==> config.mk <==
export PLATFORM = sky130hd
export DESIGN_NAME = bcd_down_counter
export DESIGN_NICKNAME = d
export VERILOG_FILES = /design/src/rtl/bcd_pkg.sv /design/src/rtl/bcd_digit_down.sv /design/src/rtl/bcd_down_counter.sv
export SDC_FILE = /design/constraint.sdc
export NUM_CORES = 1
export LEC_CHECK = 0
export ABC_CLOCK_PERIOD_IN_PS = 4800
export CORE_MARGIN = 4
export CORE_UTILIZATION = 49
export DETAILED_ROUTE_END_ITERATION = 6
export PLACE_DENSITY = 0.85
export SKIP_LAST_GASP = 1
export SLEW_MARGIN = 20
export SYNTH_ARGS = -nofsm -noshare
export SYNTH_HDL_FRONTEND = slang
export SYNTH_HIERARCHICAL = 1
export SYNTH_SLANG_ARGS = --single-unit
==> constraint.sdc <==
create_clock -name clk -period 4.8 [get_ports clk]
set_input_delay 0.48 -clock clk [delete_from_list [all_inputs] [get_ports clk]]
set_output_delay 0.48 -clock clk [all_outputs]
set_load 0.05 [all_outputs]
==> src/rtl/bcd_pkg.sv <==
// Shared BCD digit type, digit limits and sanitising helpers for the BCD down counter.
package bcd_pkg;

  localparam int unsigned BCD_W = 4;

  typedef logic [BCD_W-1:0] bcd_digit_t;

  localparam bcd_digit_t BCD_MAX  = 4'd9;
  localparam bcd_digit_t BCD_ZERO = 4'd0;

  // True when a raw nibble is not a legal decimal digit (A..F)
  function automatic logic bcd_invalid(input bcd_digit_t d);
    return (d > BCD_MAX);
  endfunction

  // Force an arbitrary nibble into the legal 0..9 range, saturating at 9
  function automatic bcd_digit_t bcd_clamp(input bcd_digit_t d);
    return bcd_invalid(d) ? BCD_MAX : d;
  endfunction

endpackage

==> src/rtl/bcd_digit_down.sv <==
// One decade of the BCD down counter: holds a digit, loads it, and decrements on borrow.
// borrow_out is a pure function of borrow_in and the held digit, so a chain fed with a
// constant 1 reports "every digit is zero" at its far end.
module bcd_digit_down
  import bcd_pkg::*;
(
  input  logic       clk,
  input  logic       reset,
  input  logic       en,
  input  logic       load,
  input  bcd_digit_t load_digit,
  input  logic       borrow_in,
  output logic       borrow_out,
  output bcd_digit_t digit
);

  // Propagate a borrow past this digit only when it is already at zero
  assign borrow_out = borrow_in & (digit == BCD_ZERO);

  // Digit register: reset, then load, then decimal decrement with 0 -> 9 wrap
  always_ff @(posedge clk) begin
    if (reset) begin
      digit <= BCD_ZERO;
    end else if (load) begin
      digit <= load_digit;
    end else if (en && borrow_in) begin
      digit <= (digit == BCD_ZERO) ? BCD_MAX : bcd_digit_t'(digit - 4'd1);
    end
  end

endmodule

==> src/rtl/bcd_down_counter.sv <==
// Cascaded NDIGITS-decade BCD down counter with parallel load, zero flag, done pulse
// and load-error pulse. Define BCD_DOWN_COUNTER_AUTORELOAD_EN to restart the count
// from the last loaded value when it is exhausted; otherwise it holds at zero.
module bcd_down_counter
  import bcd_pkg::*;
#(
  parameter int unsigned NDIGITS = 4
) (
  input  logic                     clk,
  input  logic                     reset,
  input  logic                     load,
  input  logic [BCD_W*NDIGITS-1:0] load_val,
  input  logic                     en,
  output logic [BCD_W*NDIGITS-1:0] out,
  output logic                     zero,
  output logic                     done,
  output logic                     load_err
);

  localparam int unsigned W = BCD_W * NDIGITS;

  logic [W-1:0]     clean_val;
  logic             any_bad;
  logic [W-1:0]     src_val;
  logic             digit_load;
  logic             dec;
  logic [NDIGITS:0] borrow;
  bcd_digit_t       digits [NDIGITS];

  // Clamp every incoming digit to 9 and note whether any needed clamping
  always_comb begin
    clean_val = '0;
    any_bad   = 1'b0;
    for (int unsigned i = 0; i < NDIGITS; i++) begin
      clean_val[BCD_W*i +: BCD_W] = bcd_clamp(load_val[BCD_W*i +: BCD_W]);
      any_bad = any_bad | bcd_invalid(load_val[BCD_W*i +: BCD_W]);
    end
  end

  // The borrow chain's far end is high exactly when every digit reads zero
  assign borrow[0] = 1'b1;
  assign zero      = borrow[NDIGITS];

  // Decrement only when counting is requested, not overridden by load, and not at zero
  assign dec = en & ~load & ~zero;

`ifdef BCD_DOWN_COUNTER_AUTORELOAD_EN
  logic [W-1:0] reload_q;
  logic         reload_now;

  // Capture every sanitised load so an exhausted count can restart from it
  always_ff @(posedge clk) begin
    if (reset) begin
      reload_q <= '0;
    end else if (load) begin
      reload_q <= clean_val;
    end
  end

  assign reload_now = en & ~load & zero;
  assign digit_load = load | reload_now;
  assign src_val    = load ? clean_val : reload_q;
`else
  assign digit_load = load;
  assign src_val    = clean_val;
`endif

  // One decade per digit, least significant first, linked through the borrow chain
  for (genvar g = 0; g < NDIGITS; g++) begin : g_digit
    bcd_digit_down u_digit (
      .clk        (clk),
      .reset      (reset),
      .en         (dec),
      .load       (digit_load),
      .load_digit (src_val[BCD_W*g +: BCD_W]),
      .borrow_in  (borrow[g]),
      .borrow_out (borrow[g+1]),
      .digit      (digits[g])
    );
  end

  // Pack the digit registers onto the output bus, digit 0 in the low nibble
  always_comb begin
    out = '0;
    for (int unsigned i = 0; i < NDIGITS; i++) begin
      out[BCD_W*i +: BCD_W] = digits[i];
    end
  end

  // Status pulses: done on the 1 -> 0 decrement, load_err after a clamped load
  always_ff @(posedge clk) begin
    if (reset) begin
      done     <= 1'b0;
      load_err <= 1'b0;
    end else begin
      done     <= dec & (out == W'(1));
      load_err <= load & any_bad;
    end
  end

endmodule

; After elaboration in Yosys (flattened, before gate mapping)
; Index checks and enable logic that the tools add are counted.
[op_classes]
reduce_logical = 11
n_eq_ne = 1
n_mux = 16
n_lt_le_gt_ge = 4
addsub = 4
bitwise = 12
[op_table]
columns = operator, n
row1 = 4-bit 2-to-1 mux, 16
row2 = 16-bit by 1-bit == test with 1-bit output (second input constant), 1
row3 = 4-bit > comparator (second input constant), 4
row4 = 4-bit logical NOT, 4
row5 = 4-bit by 1-bit subtractor with 4-bit output (second input constant), 4
row6 = 2-bit nonzero test, 4
row7 = 1-bit bitwise AND, 7
row8 = 1-bit logical AND, 3
row9 = 1-bit bitwise OR, 3
row10 = 1-bit inverter, 2
[totals]
reg_bits = 18
wordCells = 54
input_bits = 20
output_inout_bits = 19

; Depth between registers and ports, before layout
; Gate-level depths: netlist of run 1.
[depth]
word_depth = 9
ltp_mapped = 9
depth_no_buf = 9

; Hierarchy
; The synthesis of run 1 kept the hierarchy.
[modules_own_cells]
columns = mod, area_per_inst_um2, cells_per_inst, n_inst
row1 = bcd_digit_down, 234.0, 27, 4
row2 = bcd_down_counter, 240.2, 34, 1

; Worst setup path after synthesis of run 1
; OpenSTA, ideal clock, no wires.
[synth_path]
kind = reg-to-reg
startpoint = register g_digit[0].u_digit.digit[2]
endpoint = register g_digit[0].u_digit.digit[3]
t_arrival_ns = 3.032
path_buffers = 0
required_time_ns = 4.680
slack_ns = 1.649
synth_period_minus_slack_ns = 3.151
setup_ns = 0.120
stages_incl_launch_ff = 10
path_cell_list = dfxtp_1 > nor4_1 > and2_1 > and2_1 > and2_1 > and2_1 > nor3b_1 > and4bb_4 > a21boi_0 > o31a_1
[synth_via]
elab_chain_len = 7
elab_cells_between_ends = 11
[synth_rtl]
columns = element, line_no
row1 = from (decl), bcd_digit_down.sv:14  ; output bcd_digit_t digit
row2 = from (signal assigned), bcd_digit_down.sv:25  ; digit <= load_digit;
row3 = from (signal assigned), bcd_digit_down.sv:27  ; digit <= (digit == BCD_ZERO) ? BCD_MAX : bcd_digit_t'(digit - 4'd1);
row4 = 4-bit logical NOT, bcd_digit_down.sv:18  ; assign borrow_out = borrow_in & (digit == BCD_ZERO);
row5 = net borrow[1], bcd_down_counter.sv:27  ; logic [NDIGITS:0] borrow;
row6 = 1-bit bitwise AND, bcd_digit_down.sv:18
row7 = net borrow[2], bcd_down_counter.sv:27
row8 = 1-bit bitwise AND, bcd_digit_down.sv:18
row9 = net borrow[3], bcd_down_counter.sv:27
row10 = 1-bit bitwise AND, bcd_digit_down.sv:18
row11 = net zero, bcd_down_counter.sv:15  ; output logic zero,
row12 = 1-bit inverter, bcd_down_counter.sv:45  ; assign dec = en & ~load & ~zero;
row13 = 1-bit bitwise AND, bcd_down_counter.sv:45
row14 = net dec, bcd_down_counter.sv:26  ; logic dec;
row15 = 2-bit nonzero test (no source line), --
; The timed path passes the listed nets, and every way through them passes these cells. The select of a mux whose other input is x is not followed.
; A chain may end at the register's enable or synchronous reset.

; Worst setup path in the final report of run 1
[layout_path]
startpoint = register g_digit[0].u_digit.digit[2]
endpoint = output port zero
[layout_via]
elab_chain_len = 4
[layout_rtl]
columns = element, line_no
row1 = 4-bit logical NOT, bcd_digit_down.sv:18
row2 = net borrow[1], bcd_down_counter.sv:27
row3 = 1-bit bitwise AND, bcd_digit_down.sv:18
row4 = net borrow[2], bcd_down_counter.sv:27
row5 = 1-bit bitwise AND, bcd_digit_down.sv:18
row6 = net borrow[3], bcd_down_counter.sv:27
row7 = 1-bit bitwise AND, bcd_digit_down.sv:18
row8 = to (decl), bcd_down_counter.sv:15
; The timed path passes the listed nets, and every way through them passes these cells.

==> impl_metrics.csv, run 1 <==
group,metric,value,unit
worst_hold_path,hold_path_class,"flop to flop",
yosys,syn-cell-area,1180,um2
sta,timing.final.crit_share,63.8,%
detailed_routing,antenna_left,0,
cts,cts.repair.resized,0,
sta,slew_headroom,49.2,%
cells_and_area,regArea,360,um2
sta,setup_viol,0,
yosys,synth_area_leaders,"dfxtp_1 (31%), and4bb_4 (5.5%), a21boi_0 (5.1%), a311oi_2 (5.1%), nand2b_1 (4.3%)",
critical_path,start_kind,"flop",
cells_and_area,n_fill_cell,213,
pwr,cellPowerDensity,224,nW/um2
sta,worst_slew_pin_slew,759,ps
cells_and_area,diodes,0,
global_routing,antenna_found_initial,0,
critical_path,path_max_fanout,7,
cts,numCtsBuffers,3,
cells_and_area,drive_above_1_share,8.74,%
sta,drv_slew,0,
global_routing,grt_first_pass_wirelength,5.10,mm
detailed_routing,vias_per_cell,5.57,
global_routing,grt_overflow,0,
critical_path,required,4320,ps
yosys,yosysTopAreaCell,"dfxtp_1",
placement,hpwl,2.24,mm
cts,clockBufferDepth,2,
detailed_routing,wl_per_cell,13.7,um
cells_and_area,multi_input_area,772,um2
yosys,synth.yosys.seq_area_share,30.6,%
sta,hold_viol,0,
critical_path,crit_arrival,2580,ps
pwr,max-vdd-ir-drop,168,uV
detailed_routing,drt_pre_antenna_iters,4,
yosys,synthCells,142,
global_routing,track_usage,19.2,%
critical_path,crit_type,"flop to output pin",
cts,clk-insertion-delay-late,280,ps
placement,place_ws,1830,ps
detailed_routing,routed_wl,2.89,mm
global_routing,grt_max_degree,23,
yosys,yosys_warnings,6,
sta,max_freq,0.327,GHz
yosys,synth_edf_count,0,
cts,cts_num_sinks,18,
flow_run,maxCapViolCount,0,
cts,cts-hold-fix-buffers,0,
die,die_width,57.0,um
placement,routabilityCongestion,0.853,
yosys,synth.distinct_cells,28,
sta,final.setup.tns,0,ps
cts,htreeDepth,1,
sta,finalCriticalPeriod,3060,ps
yosys,ys_async_sr_fraction,0,%
cells_and_area,finalNetCount,205,
yosys,synth_top_flop_cell,"dfxtp_1",
yosys,netlist.area_leader.share,30.6,%
cells_and_area,synthToLayoutAreaGrowth,38.0,%
die,io_pins,39,
pwr,leakage,0.000585,uW
die,rows,17,
yosys,synth.avg_cell_area,8.28,um2
detailed_routing,vias,1175,
sta,worst_slack,1740,ps
cts,path_clk_slew,100,ps
die,die_area,3250,um2
global_routing,first_global_vias,1200,
detailed_routing,drt_iter0_drc,23,
cts,cts_tree,"yes",
detailed_routing,drc,0,
sta,rsz0062_at_grt,"false",
placement,portBuffers,38,
die,die-height,57.0,um
cts,cts_root_buf,"clkbuf_4",
yosys,ys_ff_latch,18,
outcome,outcome,"finished, final reports clean",
sta,skew,4.00,ps
critical_path,worstSetupEndpointType,"output pin",
cts,post_cts_buffers,0,
die,start_util,52.2,%
die,core_area,2250,um2
==> synthesized netlist by cell type (all sizes together) (5+ instances only) <==
cell type / count
nor4: 6
nor2: 6
nand2: 9
dfxtp: 18
nor2b: 8
a21oi: 8
nor3b: 5
a21boi: 8
o21ai: 8
inv: 12
nand2b: 8
==> layer usage <==
metal | track usage (%) | wire length [um]
met2 | 32.8 | 1340
met4 | 6.62 | 32
met1 | 24.2 | 1330
met3 | 3.39 | 194
met5 | 0 | 0
==> layout by cell type, fill, tap and decap left out, drive strengths merged, types with 8 or more instances in the layout <==
cell type	synthesis	final
clkdlybuf4s50	0	38
nand2	9	9
o21ai	8	8
a21oi	8	8
dfxtp	18	18
nand2b	8	8
inv	12	12
a21boi	8	8
nor2b	8	8
==> per-stage QoR <==
step           total power, uW  util, %  area (um2)  std cells  hold slack, ps
2_1_floorplan              246        -        1190        145             548
3_3_place_gp               292     70.8        1600        208             551
3_5_place_dp               295     70.8        1600        208             556
4_1_cts                    369     71.8        1620        211             576
5_1_grt                    387     72.0        1620        211             619
6_report                   364     72.0        1620        211             577
==> area by class of cell <==
type / instances / area share (%)
clock buffers: 3 / 1.39
inverters: 12 / 2.78
multi-input cells: 111 / 47.6
flip-flops and latches: 18 / 22.2
well taps: 28 / 2.16
repair buffers: 39 / 23.9
==> worst max-delay path, stage by stage, from the launching register on <==
cell,delay (ps)
dfxtp_1,390
nor4_1,280
and2_1,210
and2_1,180
and2_1,190
and2_1,210
clkdlybuf4s50_1,830
==> final timing paths <==
| check | to | slack (ps) | start | cells after the start |
|---|---|---|---|---|
| worst max-delay path | zero | 1740 | g_digit[0].u_digit/digit[2] | 6 |
| worst min-delay path | g_digit[2].u_digit/digit[1] | 580 | g_digit[2].u_digit/digit[1] | 2 |
| worst min register to register | g_digit[2].u_digit/digit[1] | 580 | g_digit[2].u_digit/digit[1] | 2 |
| worst max register to register | g_digit[0].u_digit/digit[2] | 2170 | g_digit[0].u_digit/digit[2] | 9 |
==> sequential cells by signal, summed over array words and instances (netlist names) <==
signal,cells
load_err,1
done,1
g_digit.u_digit/digit,16
==> report_power, final <==
group / switching, uW / internal (uW) / total [uW]
sequential: 14.8 / 158 / 173
combinational: 65.8 / 52.9 / 119
clock: 43.0 / 29.1 / 72.1
==> logic make-up after synthesis <==
kind of cell           after synthesis  share of synthesized area (%)
AND/OR/NAND/NOR                     66                           38.5
AO/OA/AOI/OAI                       41                           25.4
flip-flops                          18                           30.6
buffers and inverters               16                           5.11
other                                1                          0.319
Note: power is estimated with default switching activity, not from simulation.
==> run 2: changes to the inputs <==
--- a/config.mk
+++ b/config.mk
@@ -5,11 +5,11 @@
 export SDC_FILE = /design/constraint.sdc
 export NUM_CORES = 1
 export LEC_CHECK = 0
-export ABC_CLOCK_PERIOD_IN_PS = 4800
+export ABC_CLOCK_PERIOD_IN_PS = 2600
 export CORE_MARGIN = 4
-export CORE_UTILIZATION = 49
+export CORE_UTILIZATION = 41
 export DETAILED_ROUTE_END_ITERATION = 6
-export PLACE_DENSITY = 0.85
+export PLACE_DENSITY = 0.76
 export SKIP_LAST_GASP = 1
 export SLEW_MARGIN = 20
 export SYNTH_ARGS = -nofsm -noshare
==> constraint.sdc (replaced) <==
create_clock -name clk -period 2.6 [get_ports clk]
set_input_delay 0.26 -clock clk [delete_from_list [all_inputs] [get_ports clk]]
set_output_delay 0.26 -clock clk [all_outputs]
set_load 0.05 [all_outputs]
==> impl_metrics.csv, run 2 (synthesized netlist as in run 1, its figures left out) <==
group,metric,value,unit
cts,post_cts_buffers,0,
sta,worst_slew_pin_slew,804,ps
cts,clk-insertion-delay-late,290,ps
sta,hold_viol,0,
detailed_routing,drt_pre_antenna_iters,4,
critical_path,reg2reg_depth,10,
sta,worst_slack,231,ps
cells_and_area,mostFrequentLayoutCell,"clkdlybuf4s50_1",
global_routing,first_global_vias,1167,
sta,rsz0062_at_grt,"true",
critical_path,timing.rr.start,"g_digit[0].u_digit/digit[2]",
cells_and_area,synthToLayoutAreaGrowth,41.6,%
die,core_area,2760,um2
sta,max_freq,0.422,GHz
detailed_routing,vias_per_cell,5.38,
cts,cts_num_sinks,18,
sta,setup_viol,0,
critical_path,worstSetupEndpointType,"flop",
cts,clockBufferDepth,2,
worst_hold_path,holdPathStages,2,
sta,finalCriticalPeriod,2370,ps
pwr,leakage,0.000604,uW
cells_and_area,largestRegisters,"g_digit.u_digit/digit: 16 flops, done: 1 flops, load_err: 1 flops",
cts,path_clk_slew,100,ps
cells_and_area,drive_above_1_share,13.5,%
cts,numCtsBuffers,3,
placement,routabilityCongestion,0.861,
cts,htreeDepth,1,
critical_path,required,2780,ps
sta,timing.final.crit_share,91.1,%
global_routing,antenna_found_initial,0,
cells_and_area,final_cell_mix,"clkdlybuf4s50_1 (37), dfxtp_1 (12), inv_1 (12)",
critical_path,ff2ff_setup_slack,230,ps
detailed_routing,vias,1161,
cells_and_area,finalNetCount,207,
detailed_routing,drt_iter0_drc,27,
placement,portBuffers,38,
critical_path,crit_arrival,2550,ps
placement,hpwl,2.41,mm
pwr,power,685,uW
die,die_width,61.6,um
flow_run,maxCapViolCount,0,
pwr,cellPowerDensity,411,nW/um2
cts,cts_root_buf,"clkbuf_4",
global_routing,grt_overflow,0,
die,rows,19,
worst_hold_path,holdPathEnd,"g_digit[0].u_digit/digit[1]",
die,io_pins,39,
cells_and_area,largest_reg_flops,16,
cells_and_area,diodes,0,
critical_path,start_kind,"flop",
sta,slew_headroom,46.2,%
cells_and_area,fin_area,1670,um2
placement,postPlaceCellArea,1620,um2
outcome,outcome,"finished, final reports clean",
placement,place_ws,216,ps
worst_hold_path,hold_path_class,"flop to flop",
detailed_routing,antenna_left,0,
cts,cts.repair.resized,0,
global_routing,track_usage,17.5,%
detailed_routing,drc,0,
critical_path,crit_type,"flop to flop",
critical_path,path_max_fanout,12,
critical_path,r2r-end,"g_digit[3].u_digit/digit[3]",
pwr,max-vdd-ir-drop,303,uV
detailed_routing,routed_wl,3.13,mm
die,die-height,61.6,um
die,start_util,42.6,%
cts,cts_tree,"yes",
detailed_routing,wl_per_cell,14.5,um
cts,cts-hold-fix-buffers,0,
sta,timing.hold.ws,556,ps
cells_and_area,n_fill_cell,256,
sta,drv_slew,0,
worst_hold_path,hp-start,"g_digit[0].u_digit/digit[1]",
global_routing,grt_first_pass_wirelength,5.04,mm
global_routing,grt_max_degree,22,
cells_and_area,largest-register,"g_digit.u_digit/digit",
die,die_area,3790,um2
sta,skew,1.79,ps
[run 2: cell count changes in the layout (fill, tap and decap cells not counted), sizes merged]
cell | before | now
buf | 1 | 4
clkdlybuf4s50 | 38 | 37
[run 2: worst max path at each step]
stage	to	start	cells past startpoint
CTS	g_digit[2].u_digit/digit[3]	g_digit[0].u_digit/digit[2]	9
global placement	g_digit[2].u_digit/digit[3]	g_digit[0].u_digit/digit[2]	9
finish	g_digit[3].u_digit/digit[3]	g_digit[0].u_digit/digit[2]	10
floorplan	g_digit[2].u_digit/digit[3]	g_digit[0].u_digit/digit[2]	9
detailed placement	g_digit[2].u_digit/digit[3]	g_digit[0].u_digit/digit[2]	9
global route	g_digit[0].u_digit/digit[0]	g_digit[0].u_digit/digit[2]	11
[run 2: final cells by class]
cell class	count	area (um2)	area share, %
multi-input cells	111	778	46.7
repair buffers	41	413	24.8
flip-flops and latches	18	368	22.1
inverters	12	45.0	2.70
well taps	31	38.8	2.33
clock buffers	3	22.5	1.35
[run 2: where the power goes]
group	total, uW	switching [uW]	leakage, uW	internal (uW)
clock network	137	82.7	0.0000138	53.8
registers	321	26.8	0.000151	294
logic	228	125	0.000439	103
total	685	234	0.000604	450
[run 2: metrics by stage]
step | setup TNS [ps] | utilization (%) | cells
global route | -14.6 | 60.4 | 216
detailed placement | 0 | 58.6 | 211
CTS | 0 | 59.4 | 214
global placement | 0 | 58.6 | 211
finish | 0 | 60.4 | 216
floorplan | 0 | - | 145
[run 2: layer usage]
metal,GRT usage [%],wire length (um),vias up
li1,-,-,601
met5,0,0,-
met2,32.4,1580,25
met4,5.45,12,0
met1,20.1,1380,533
met3,3.14,152,2
[run 2: critical path, stage by stage (launching register included)]
cell	delay, ps
dfxtp_2	370
nor4_1	260
and2_1	210
and2_1	190
and2_1	180
and2_1	220
nor3b_4	70
buf_12	140
and4bb_4	210
nor3b_1	140
o31a_1	280
